--- src/rtl/mem_access_unit.sv ---
// Load/store initiator for the word-organised data memory: alignment/range checks,
// byte-lane request generation, and sign/zero-extended load return.
module mem_access_unit #(
  parameter logic [31:0] DM_BASE = 32'h0000_0000,
  parameter logic [31:0] DM_LAST = 32'h0000_2FFF
) (
  input  logic        clk,
  input  logic        reset,
  input  logic        op_valid,
  input  logic [2:0]  op_type,
  input  logic [31:0] addr,
  input  logic [31:0] wdata,
  input  logic [31:0] pc,
  input  logic        flush,
  output logic        stall,
  output logic [31:0] rdata,
  output logic        rdata_valid,
  output logic        exc,
  output logic [4:0]  exc_code,
  output logic        mem_req,
  output logic        mem_we,
  output logic [31:0] mem_addr,
  output logic [3:0]  mem_byteen,
  output logic [31:0] mem_wdata,
  output logic [31:0] mem_pc,
  input  logic        mem_ack,
  input  logic [31:0] mem_rdata
);
  localparam logic [1:0] IDLE = 2'd0, REQ = 2'd1, DONE = 2'd2;
  localparam logic [2:0] OP_LW = 3'd0, OP_LH = 3'd1, OP_LHU = 3'd2, OP_LB = 3'd3,
                         OP_LBU = 3'd4, OP_SW = 3'd5, OP_SH = 3'd6, OP_SB = 3'd7;

  logic [1:0]  state;
  logic [2:0]  op_q;
  logic [1:0]  lane_q;
  logic        killed;
  logic        is_store, misalign, out_of_range, bad, accept, kill_now;
  logic [3:0]  be;
  logic [31:0] wd, ext;
  logic [15:0] half;
  logic [7:0]  bsel;

  assign is_store = (op_type >= OP_SW);

  always_comb begin
    misalign = 1'b0;
    case (op_type)
      OP_LW, OP_SW:         misalign = |addr[1:0];
      OP_LH, OP_LHU, OP_SH: misalign = addr[0];
      default:              misalign = 1'b0;
    endcase
  end

  // Offset compare covers both bounds with one unsigned test.
  assign out_of_range = (addr - DM_BASE) > (DM_LAST - DM_BASE);
  assign bad      = misalign | out_of_range;
  assign exc      = (state == IDLE) && op_valid && bad;
  assign exc_code = exc ? (is_store ? 5'd5 : 5'd4) : 5'd0;
  assign accept   = (state == IDLE) && op_valid && !bad && !flush;
  assign kill_now = killed | flush;
  // A killed request releases the pipeline in its ack cycle instead of via DONE.
  assign stall    = accept | ((state == REQ) && !(mem_ack && kill_now));

  always_comb begin
    be = 4'b1111;
    wd = wdata;
    case (op_type)
      OP_SH: begin
        be = addr[1] ? 4'b1100 : 4'b0011;
        wd = {2{wdata[15:0]}};
      end
      OP_SB: begin
        be = 4'b0001 << addr[1:0];
        wd = {4{wdata[7:0]}};
      end
      default: begin end
    endcase
  end

  assign half = lane_q[1] ? mem_rdata[31:16] : mem_rdata[15:0];
  assign bsel = mem_rdata[{lane_q, 3'b000} +: 8];

  always_comb begin
    case (op_q)
      OP_LH:   ext = {{16{half[15]}}, half};
      OP_LHU:  ext = {16'h0, half};
      OP_LB:   ext = {{24{bsel[7]}}, bsel};
      OP_LBU:  ext = {24'h0, bsel};
      default: ext = mem_rdata;
    endcase
  end

  always_ff @(posedge clk) begin
    if (reset) begin
      state       <= IDLE;
      op_q        <= 3'd0;
      lane_q      <= 2'd0;
      killed      <= 1'b0;
      rdata       <= 32'h0;
      rdata_valid <= 1'b0;
      mem_req     <= 1'b0;
      mem_we      <= 1'b0;
      mem_addr    <= 32'h0;
      mem_byteen  <= 4'h0;
      mem_wdata   <= 32'h0;
      mem_pc      <= 32'h0;
    end else begin
      rdata_valid <= 1'b0;
      case (state)
        IDLE: if (accept) begin
          op_q       <= op_type;
          lane_q     <= addr[1:0];
          killed     <= 1'b0;
          mem_req    <= 1'b1;
          mem_we     <= is_store;
          mem_addr   <= {addr[31:2], 2'b00};
          mem_byteen <= be;
          mem_wdata  <= wd;
          mem_pc     <= pc;
          state      <= REQ;
        end
        REQ: begin
          if (flush) killed <= 1'b1;
          if (mem_ack) begin
            mem_req <= 1'b0;
            killed  <= 1'b0;
            if (kill_now) begin
              state <= IDLE;
            end else begin
              state <= DONE;
              if (op_q < OP_SW) begin
                rdata       <= ext;
                rdata_valid <= 1'b1;
              end
            end
          end
        end
        DONE:    state <= IDLE;
        default: state <= IDLE;
      endcase
    end
  end
endmodule

--- config.mk ---
export PLATFORM = sky130hd
export DESIGN_NAME = mem_access_unit
export DESIGN_NICKNAME = d
export VERILOG_FILES = /design/src/rtl/mem_access_unit.sv
export SDC_FILE = /design/constraint.sdc
export NUM_CORES = 1
export LEC_CHECK = 0
export CORE_ASPECT_RATIO = 0.5
export CORE_MARGIN = 2
export CORE_UTILIZATION = 30
export CTS_CLUSTER_SIZE = 16
export DETAILED_ROUTE_END_ITERATION = 16
export GPL_ROUTABILITY_DRIVEN = 0
export PLACE_DENSITY_LB_ADDON = 0.25
export SYNTH_ARGS = -nofsm -noshare
export SYNTH_HDL_FRONTEND = slang
export SYNTH_SLANG_ARGS = --single-unit
--- constraint.sdc ---
create_clock -name clk -period 3.98 [get_ports clk]
set_input_delay 1.194 -clock clk [delete_from_list [all_inputs] [get_ports clk]]
set_output_delay 1.194 -clock clk [all_outputs]
set_load 0.05 [all_outputs]
; Word level (Yosys, flattened, before mapping)
; Cells that the tools add are included.
[totals]
latchBits = 0
n_memories = 0
mem_bits_ro = 0
ramBits = 0
input_bits = 136
ff_bits = 141
wordCells = 77
[op_classes]
add_sub_neg = 0
n_mux = 20
mul = 0
div = 0
n_shift = 2
reduce_logical = 21
n_bitwise = 6
n_lt_le_gt_ge = 3
eq_ne = 13
[ops]
columns = cell, count
row1 = $pmux W32 S4, 1
row2 = $pmux W32 S2, 1
row3 = $gt A32 B14 Y1 const B, 1
row4 = $shiftx A32 B6 Y8, 1
row5 = $mux W16, 1
row6 = $eq A3 B3 Y1 const B, 4
row7 = $eq A3 B2 Y1 const B, 3
row8 = $pmux W4 S2, 1
row9 = $mux W1, 7
row10 = $eq A3 B1 Y1 const B, 2
row11 = $logic_and A1 B1 Y1, 6
row12 = $mux W2, 3
row13 = $pmux W1 S2, 3
row14 = $reduce_and A3 Y1, 2
row15 = $mux W4, 1
row16 = $ne A2 B2 Y1 const B, 2
row17 = $pmux W2 S2, 1
row18 = $reduce_and A2 Y1, 2
row19 = $reduce_and A4 Y1, 1
row20 = $reduce_or A2 Y1, 2
row21 = $reduce_or A4 Y1, 1
row22 = $shl A1 B2 Y4 const A, 1
row23 = $ge A3 B3 Y1 const B, 1
row24 = $logic_not A1 Y1, 3
row25 = 10 further kinds, 14

; Logic depth before layout (Yosys ltp)
[depth]
depth_word = 9
ltp_mapped = 8
depth_no_buf = 5

; Worst setup path after synthesis
; No wires, ideal clock.
[synth_path]
path_type = input to output
startpoint = input op_type[1]
endpoint = output exc_code[0]
n_path_buf = 1
required_time_ps = 2786
t_arrival_ps = 3112
path_slack_ps = -326
stages = 5
cell_sequence = clkbuf_1 -> o21bai_1 -> and2_0 -> a221o_1 -> a211oi_1
[synth_between]
elab_chain_len = 6
[synth_lines]
columns = item, line_no
row1 = from (decl), 10  ; input logic [2:0] op_type,
row2 = "$eq A3 B3 Y1, or another cell as far along", 47  ; case (op_type)
row3 = $reduce_or A3 Y1 or $reduce_or A2 Y1 (tied branches), 47
row4 = $pmux W1 S2, 47
row5 = $or A1 B1 Y1, 56  ; assign bad = misalign | out_of_range;
row6 = $logic_and A1 B1 Y1, 57  ; assign exc = (state == IDLE) && op_valid && bad;
row7 = $mux W3 (*), 58  ; assign exc_code = exc ? (is_store ? 5'd5 : 5'd4) : 5'd0;
row8 = to (decl), 19  ; output logic [4:0] exc_code,
; Every way passes the cells marked *; elsewhere a longest branch is shown, timed or not.

; Worst setup path after layout
[layout_path]
startpoint = input addr[30]
endpoint = output stall
[layout_between]
elab_chain_len = 6
[layout_lines]
columns = item, line_no
row1 = from (decl), 11  ; input logic [31:0] addr,
row2 = $gt A32 B14 Y1, 55  ; assign out_of_range = (addr - DM_BASE) > (DM_LAST - DM_BASE);
row3 = $or A1 B1 Y1, 56
row4 = $logic_not A1 Y1, 59  ; assign accept = (state == IDLE) && op_valid && !bad && !flush;
row5 = $logic_and A1 B1 Y1 (2 in series), 59
row6 = $or A1 B1 Y1, 62  ; assign stall = accept | ((state == REQ) && !(mem_ack && kill_now));
row7 = to (decl), 15  ; output logic stall,
; Every way passes these cells.

==> results_dict.tcl <==
set metrics [dict create \
    start_util 0.308 \
    startpoint "addr[30]" \
    fin_ws_ns 0.0727 \
    grt.total_usage 0.190 \
    p_leak_nw 3.48 \
    tightest_slew_ns 1.07 \
    layout_common_cells "clkdlybuf4s50_1 (258), nand2_1 (180), dfxtp_1 (141)" \
    nets 1130 \
    critPathKind "in -> out" \
    drt_iter0_markers 208 \
    pre_cts_slack_ns -0.201 \
    grt-ovfl-total 0 \
    cts_made_buffers 17 \
    wl_um 20500 \
    maxSlewViolCount 0 \
    sw_frac_of_total 0.239 \
    num_vias 6009 \
    status "finished, final reports clean" \
    pwr-share-clk 0.473 \
    yosysWarnings 0 \
    drive_gt1_frac 0.0785 \
    path_depth 6 \
    htreeDepth 4 \
    cts.sinks 141 \
    drc 0 \
    cp-end-kind "primary output" \
    dpl_cell_area_um2 9030 \
    dieHeight_um 104 \
    root_buffer "clkbuf_16" \
    path_clk_slew_ns 0.06 \
    synth-compound-area-share 0.218 \
    synthDistinctLibCells 51 \
    synth_top_family_by_area "compound AO/OA/AOI/OAI gates" \
    path_cells "clkdlybuf4s50_1 -> nor4_2 -> nand3_1 -> or4_4 -> nand3_4 -> buf_12" \
    min_period_ns 3.91 \
    grt_max_degree 73 \
    power.total_w 0.00321 \
    hold_violations 0 \
    intPower_w 0.00244 \
    synth-main-ff-cell "dfxtp_1" \
    max_slew_margin 0.288 \
    reg2reg_depth 6 \
    grt_pass1_wl_um 31800 \
    clock_latency_ns 0.42 \
    cts_tree "yes" \
    slowest_stage "or4_4" \
    antenna_found_initial 0 \
    dpl.cell_count 1241 \
    postCtsSetupRepairBufs 0 \
    ios 278 \
    netlist_area_um2 6020 \
    grt_pass1_vias 5888 \
    synth_adder_area_share 0 \
    syn_inst 739 \
    finalSetupViolCount 0 \
    whs_ns 0.451 \
    cp_top_family "simple AND/OR/NAND/NOR gates" \
    worstPathRequired_ns 2.79 \
    critPathLaunchType "input pin" \
    rsz0062_at_grt "true" \
    period_share 0.982 \
    maxCapViolations 0 \
    synth_edf_count 0 \
    final_cells 1273 \
    synth_xor_area_frac 0.00603 \
    via_per_inst 4.72 \
    ys_async_sr_fraction 0 \
    worst-path-max-fanout 2 \
    power_frac_comb 0.087 \
    max_freq_ghz 0.256 \
    dp.final_hpwl_um 14900 \
    ys_ff_latch 141 \
    cp.arrival_ns 2.71 \
    seqPwrFrac 0.440 \
    final_cell_area_um2 9660 \
    first_pass_iters 4 \
    num_rows 36 \
    r2r_end "rdata[21]$_SDFFE_PP0P_" \
    crit_path_end "stall" \
    rr_startpoint "lane_q[1]$_SDFFE_PP0P_" \
    syn_avg_cell_area_um2 8.15 \
    ys_seq_area_frac 0.469 \
    hp-class "reg -> reg" \
    port-buffer-count 272 \
    die_x_um 204 \
    ant_nets 0 \
    p_per_area_nw_per_um2 332 \
    final_common_cell "clkdlybuf4s50_1" \
    fp.coreArea_um2 19500 \
    critical_path_buf_inv_count 2 \
    area_delta_synth_final_pct 60.5 \
    synth_mux_area_frac 0.0316 \
    clockBufferDepth 2 \
    r2r_slack_ns 1.52 \
    skew_ns 0.0105 \
    max_stage_delay_ns 0.46 \
    wl_per_cell_um 16.1 \
    switching_power_w 0.000766 \
    peakVddDrop_uv 294 \
    dieArea_um2 21300 \
    synth_simple_gate_area_share 0.215 \
]
-- logic make-up (layout without fill, tap and decap cells) --
group / after synthesis / count (layout)
compound gates: 200 / 200
flops: 141 / 141
xor+xnor: 2 / 2
buf+inv: 75 / 338
other cells: 1 / 6
simple gates: 301 / 301
mux: 19 / 19
-- power by group through the flow --
stage / sequential [W] / combinational (W) / clock (W)
floorplan: 0.00144 / 0.0000945 / 0
global placement: 0.00144 / 0.000275 / 0
detailed placement: 0.00144 / 0.000276 / 0
CTS: 0.00141 / 0.000279 / 0.00157
global route: 0.00141 / 0.000300 / 0.00162
finish: 0.00141 / 0.000279 / 0.00152
-- timing repair --
action | in CTS | in global routing
setup endpoints to repair | 2 | 4
hold buffers | 0 | 0
endpoints found under the hold margin | 0 | 0
pin swaps | 7 | 9
gates resized for setup | 2 | 17
-- cell usage after synthesis, drive strengths merged (2+ instances only) --
| master | instances | share of area |
|---|---|---|
| xnor2 | 2 | 0.0060 |
| a2111oi | 2 | 0.0060 |
| o21a | 7 | 0.0087 |
| a311oi | 8 | 0.012 |
| o2bb2ai | 7 | 0.010 |
| dfxtp | 141 | 0.47 |
| nand2 | 180 | 0.11 |
| nand2b | 3 | 0.0031 |
| nor3 | 7 | 0.0058 |
| nor2b | 9 | 0.0094 |
| o21ai | 32 | 0.027 |
| nor3b | 2 | 0.0025 |
| a21o | 3 | 0.0037 |
| a211oi | 37 | 0.047 |
| o221ai | 7 | 0.010 |
| a221oi | 7 | 0.010 |
| nor2 | 57 | 0.037 |
| inv | 10 | 0.0062 |
| a31oi | 2 | 0.0021 |
| mux2i | 19 | 0.032 |
| nor4 | 5 | 0.0077 |
| clkbuf | 33 | 0.021 |
| and2 | 19 | 0.020 |
| nand3b | 2 | 0.0025 |
| nand3 | 13 | 0.011 |
| buf | 32 | 0.033 |
| o21bai | 8 | 0.010 |
| a21oi | 73 | 0.061 |
-- layout make-up --
cell class	count	area (µm²)
clock inverter	13	118
inverter	10	37.5
antenna	1	2.50
clock buffer	18	439
fill	1886	9890
tap	266	333
multi-input combinational	527	2920
sequential	141	2820
timing repair buffer	297	2990
-- worst min-delay path: cells and delay by family, from the launching register on --
kind               cells  cell delay [ns]
DFF                    1             0.31
and+or+nand+nor        1             0.05
AOI/OAI and AO/OA      1             0.05
-- state kept, by name, indices dropped and copies added (netlist names) --
name	count
mem_byteen	4
mem_req	1
killed	1
mem_wdata	32
rdata_valid	1
mem_we	1
mem_pc	32
op_q	3
mem_addr	30
state	2
lane_q	2
rdata	32
-- per-stage QoR --
step,util,TNS (ns)
2_1_floorplan,-,0
3_3_place_gp,0.462,-0.194
3_5_place_dp,0.462,-0.207
4_1_cts,0.491,0
5_1_grt,0.494,-0.0146
6_report,0.494,0
-- worst min path at each step --
| stage | slack [ns] | cells past startpoint | start | to |
|---|---|---|---|---|
| floorplan | 0.46 | 1 | killed$_SDFFE_PP0P_ | killed$_SDFFE_PP0P_ |
| global placement | 0.44 | 2 | mem_pc[13]$_SDFFE_PP0P_ | mem_pc[13]$_SDFFE_PP0P_ |
| detailed placement | 0.45 | 2 | mem_pc[15]$_SDFFE_PP0P_ | mem_pc[15]$_SDFFE_PP0P_ |
| CTS | 0.45 | 2 | mem_pc[5]$_SDFFE_PP0P_ | mem_pc[5]$_SDFFE_PP0P_ |
| global route | 0.47 | 2 | mem_pc[15]$_SDFFE_PP0P_ | mem_pc[15]$_SDFFE_PP0P_ |
| finish | 0.45 | 2 | mem_pc[5]$_SDFFE_PP0P_ | mem_pc[5]$_SDFFE_PP0P_ |
-- routing by layer --
layer	vias up	share of wire	global-route usage
li1	3045	-	-
met1	2810	0.44	0.232
met2	128	0.48	0.316
met3	26	0.059	0.0620
met4	0	0.020	0.0637
met5	-	0	0
(Power assumes the default switching activity.)
